--- src/rtl/car_motion_sequencer.sv ---
// rtl/car_motion_sequencer.sv - prescaled speed integrator with standstill door-lock interlock
module car_motion_sequencer #(
   parameter logic [7:0] MAX_SPEED  = 8'd200,
   parameter logic [7:0] ACCEL_STEP = 8'd2,
   parameter logic [7:0] DECEL_STEP = 8'd3,
   parameter logic [7:0] TICK_DIV   = 8'd4,
   parameter logic [3:0] DOOR_DELAY = 4'd3
) (
   input  logic       clk,
   input  logic       rst,
   input  logic       accelerate_car,
   input  logic       unlock_doors,
   input  logic       door_closed,
   output logic [7:0] car_speed,
   output logic       speed_tick,
   output logic       doors_unlocked,
   output logic       motion_inhibit,
   output logic       door_alarm
);

   typedef enum logic [1:0] {
      S_LOCKED   = 2'd0,
      S_SETTLE   = 2'd1,
      S_UNLOCKED = 2'd2,
      S_RELOCK   = 2'd3
   } door_state_t;

   door_state_t r_state;
   door_state_t w_next;
   logic [7:0]  r_presc;
   logic [7:0]  r_speed;
   logic [7:0]  w_speed_next;
   logic [3:0]  r_settle;
   logic [3:0]  w_settle_next;
   logic        r_doors_unlocked;
   logic        w_tick;
   logic        w_standstill_req;
   logic [8:0]  w_sum;

   assign w_tick           = (r_presc == TICK_DIV - 8'd1);
   assign w_sum            = {1'b0, r_speed} + {1'b0, ACCEL_STEP};
   assign w_standstill_req = (r_speed == 8'd0) && unlock_doors && !accelerate_car;

   assign car_speed      = r_speed;
   assign speed_tick     = w_tick;
   assign doors_unlocked = r_doors_unlocked;

   // Sum is 9 bits so a step past 255 still clamps instead of wrapping.
   always_comb begin
      w_speed_next = r_speed;
      if (w_tick && !motion_inhibit) begin
         if (accelerate_car) begin
            w_speed_next = (w_sum > {1'b0, MAX_SPEED}) ? MAX_SPEED : w_sum[7:0];
         end else begin
            w_speed_next = (r_speed > DECEL_STEP) ? (r_speed - DECEL_STEP) : 8'd0;
         end
      end
   end

   always_ff @(posedge clk) begin
      if (rst) begin
         r_presc          <= 8'd0;
         r_speed          <= 8'd0;
         r_state          <= S_LOCKED;
         r_settle         <= 4'd0;
         r_doors_unlocked <= 1'b0;
      end else begin
         r_presc          <= w_tick ? 8'd0 : r_presc + 8'd1;
         r_speed          <= w_speed_next;
         r_state          <= w_next;
         r_settle         <= w_settle_next;
         r_doors_unlocked <= (w_next == S_UNLOCKED);
      end
   end

   // Any break in the standstill request during SETTLE restarts the wait from LOCKED.
   always_comb begin
      w_next        = r_state;
      w_settle_next = r_settle;
      case (r_state)
         S_LOCKED: begin
            w_settle_next = 4'd0;
            if (w_standstill_req) begin
               w_next = S_SETTLE;
            end
         end
         S_SETTLE: begin
            if (!w_standstill_req) begin
               w_next        = S_LOCKED;
               w_settle_next = 4'd0;
            end else if (r_settle == DOOR_DELAY - 4'd1) begin
               w_next        = S_UNLOCKED;
               w_settle_next = 4'd0;
            end else begin
               w_settle_next = r_settle + 4'd1;
            end
         end
         S_UNLOCKED: begin
            if (!unlock_doors && door_closed) begin
               w_next = S_RELOCK;
            end
         end
         S_RELOCK: begin
            w_next = S_LOCKED;
         end
         default: begin
            w_next        = S_LOCKED;
            w_settle_next = 4'd0;
         end
      endcase
   end

   always_comb begin
      motion_inhibit = (r_state != S_LOCKED);
      door_alarm     = (r_state == S_UNLOCKED) && !unlock_doors && !door_closed;
   end

endmodule

--- config.mk ---
export PLATFORM = sky130hd
export DESIGN_NAME = car_motion_sequencer
export DESIGN_NICKNAME = d
export VERILOG_FILES = /design/src/rtl/car_motion_sequencer.sv
export SDC_FILE = /design/constraint.sdc
export NUM_CORES = 1
export LEC_CHECK = 0
export BUFFER_PORTS_ARGS = -buffer_cell sky130_fd_sc_hd__buf_2
export CAP_MARGIN = 20
export CORE_AREA = 2 2 59 61
export CTS_CLUSTER_SIZE = 28
export DETAILED_ROUTE_END_ITERATION = 10
export DIE_AREA = 0 0 61 63
export PLACE_DENSITY = 0.75
export SETUP_SLACK_MARGIN = 0.4
export SYNTH_ARGS = -nofsm -noshare
export SYNTH_HDL_FRONTEND = slang
export SYNTH_SLANG_ARGS = --single-unit
--- constraint.sdc ---
create_clock -name clk -period 4.39 [get_ports clk]
set_clock_uncertainty 0.1 [all_clocks]
set_input_delay 0.6585 -clock clk [delete_from_list [all_inputs] [get_ports clk]]
set_output_delay 0.6585 -clock clk [all_outputs]
set_load 0.03 [all_outputs]
==> results.yml <==
routing:
  viasPerCell: 5.629
  totalWireLength_microns: 3251
  top_layer_used: "met4"
  dr_total_vias: 1379
  wl_per_cell_microns: 13.27
  route.met3.wl_microns: 169
  met2_length_microns: 1507
  drcViolationCount: 0
  drt-initial-drc-count: 128
  ant_nets: 0
  dr.pass1.iters: 4
  m1WireLength_microns: 1563
global_routing:
  grt_max_degree: 19
  track_usage: 0.1814
  grt_pass1_wl_microns: 5506
  antenna_found_initial: 0
  grt_overflow: 0
  grt_pass1_vias: 1206
timing:
  setup_tns_ns: 0
  layout_setup_ws_ns: 1.895
  grt_setup_unrepaired: "false"
  hold_viol: 0
  setup_viol: 0
  worst_pin_slew_ns: 0.5968
  finalMaxSlewViolations: 0
  fmax_mhz: 400.8
  period_share: 0.5684
  relSlewSlack: 0.5994
  layout_min_cycle_time_ns: 2.495
die:
  initial_core_util: 0.4704
  die_area_sq_um: 3843
  die_height_microns: 63
  core_sq_um: 3232
  die_x_microns: 61
  pin_count: 17
  rows: 21
critical_path:
  worst_setup_path_end_kind: "output pin"
  path_cells: "ha_1, or4b_4, nor2_1, buf_2"
  cp_data_required_time_ns: 3.63
  max_stage_delay_ns: 0.51
  cp.arrival_ns: 1.74
  path_max_fanout: 4
  critical_path_class: "flop to output pin"
  critical_path.startpoint_type: "flop"
  cp_slowest_cell: "or4b_4"
clock_network:
  cts_max_path_buffers: 2
  numCtsBuffers: 3
  ctsResizeCount: 0
  insertion_delay_ns: 0.32
  cts.sinks: 23
  cts_tree: "done"
  hold_buffers: 0
  cts_setup_buffers: 0
  clkSlewWorstSetupHoldPaths_ns: 0.12
  root_buffer: "clkbuf_4"
  htree_num_levels: 1
synthesis:
  synthMuxAreaShare: 0.007407
  synthCells: 190
  netlist_area_sq_um: 1520
  ys_async_sr_fraction: 0
  syn_avg_cell_area_sq_um: 8.001
  ys_warn_count: 0
  synth-simple-area-share: 0.3144
  syn-num-nets: 203
  synthFlopType: "dfxtp_1"
  ys_seq_area_frac: 0.3029
  synth-xor-area-share: 0.05185
  synth_edf_count: 0
  synth_compound_area_frac: 0.1934
  synth.distinct_cells: 49
  synth_top_family_by_area: "simple AND/OR/NAND/NOR gates"
  synthAdderAreaFrac: 0.06584
  ys_seq_elements: 23
cells_and_area:
  finalNonFillerCells: 245
  nets: 213
  n_fill_cell: 324
  antennaDiodeCount: 0
  final_common_cell: "dfxtp_1"
  syn_to_final_growth_pct: 7.160
  post-route-util: 0.5041
  fin_area_sq_um: 1629
  drive_above_1_share: 0.1457
  mostFrequentLayoutCells: "23 x dfxtp_1, 17 x nor2_1, 16 x nand2_1, 16 x buf_2, 11 x inv_1"
place:
  io_buffers: 16
  gp_congestion: 0.7970
  numPlacedInstances: 241
  dp_slack_ns: 1.990
  place_area_sq_um: 1602
  dpl.hpwl_microns: 2320
worst_hold_path:
  hold_path_class: "flop to flop"
run_status:
  status: "completed"
power:
  leakagePower_nw: 0.6140
  pwr_density_cell_nw_per_um2: 234.4
  irDropWorstVdd_uv: 202.6
job:
  drv_cap: 0
-- registers in the layout, indices dropped and copies added (netlist names) --
name and flops:
doors_unlocked 1, r_state 2, r_presc 8, r_settle 4
car_speed 8
-- through the flow --
| step | power [mW] | hold WS, ns |
|---|---|---|
| after floorplan | 0.2751 | 0.3175 |
| after global placement | 0.2866 | 0.3313 |
| after detailed placement | 0.2875 | 0.3367 |
| after CTS | 0.3853 | 0.3666 |
| after global routing | 0.4040 | 0.4161 |
| final | 0.3819 | 0.3629 |
-- layout make-up --
class                      count  area, sq um  area share
sequential                    23        460.4      0.2826
inverter                      11        41.29     0.02535
tap                           46        57.56     0.03533
clock buffer                   3        22.52     0.01382
clock inverter                 1        5.005    0.003072
multi-input combinational    145        962.2      0.5906
timing repair buffer          16        80.08     0.04916
-- layer usage --
layer  up-vias  GRT usage
met5         -          0
met4         0    0.01630
met3         2    0.04969
met2        23     0.2769
met1       650     0.2633
li1        704          -
-- worst max-delay path, delay by kind of cell (launching register included) --
| kind | cells | cell delay (ns) |
|---|---|---|
| buffers and inverters | 1 | 0.20 |
| DFF | 1 | 0.38 |
| adders and majority gates | 1 | 0.20 |
| and+or+nand+nor | 2 | 0.64 |
-- cells in the mapped netlist (2+ instances only) --
library cell	instances	area share
o211ai_1	3	0.015
clkbuf_1	4	0.0099
nor3b_1	2	0.0099
nand3_1	7	0.023
ha_1	8	0.066
buf_2	6	0.020
nor3_4	2	0.021
and2_1	4	0.016
and3_1	4	0.016
a41oi_1	2	0.012
o21bai_1	2	0.0099
dfxtp_1	23	0.30
o21ai_0	7	0.023
inv_1	11	0.027
o21ai_1	4	0.013
nand2_1	16	0.040
xnor2_1	7	0.040
nand4_1	2	0.0082
nor3_1	8	0.026
or3_1	4	0.016
or2_2	2	0.0082
a31oi_1	2	0.0082
nand2b_1	3	0.012
nor4_1	3	0.012
a21oi_1	9	0.030
o311a_1	2	0.013
xor2_1	2	0.012
nor2_1	17	0.042
a311oi_1	3	0.017
nor2b_1	2	0.0082
-- path summary, 6_finish.rpt --
kind,startpoint,end,slack (ns),cells past startpoint
worst max-delay path,r_presc[0],speed_tick,1.89,4
worst min-delay path,r_presc[0],r_presc[0],0.36,1
worst max register to register,car_speed[2],car_speed[0],1.97,6
worst min register to register,r_presc[0],r_presc[0],0.36,1
-- cell families (layout without fill, tap and decap cells) --
family	Yosys count	after routing
fa+ha+maj	8	8
mux	1	1
xor+xnor	9	9
flops	23	23
simple gates	84	84
buf+inv	22	31
compound gates	43	43
-- power breakdown --
group          switching (mW)  total, mW  internal (mW)
registers             0.00855      0.223          0.215
clock network          0.0647     0.0987         0.0341
logic                  0.0368     0.0601         0.0232
(Power assumes the default switching activity.)
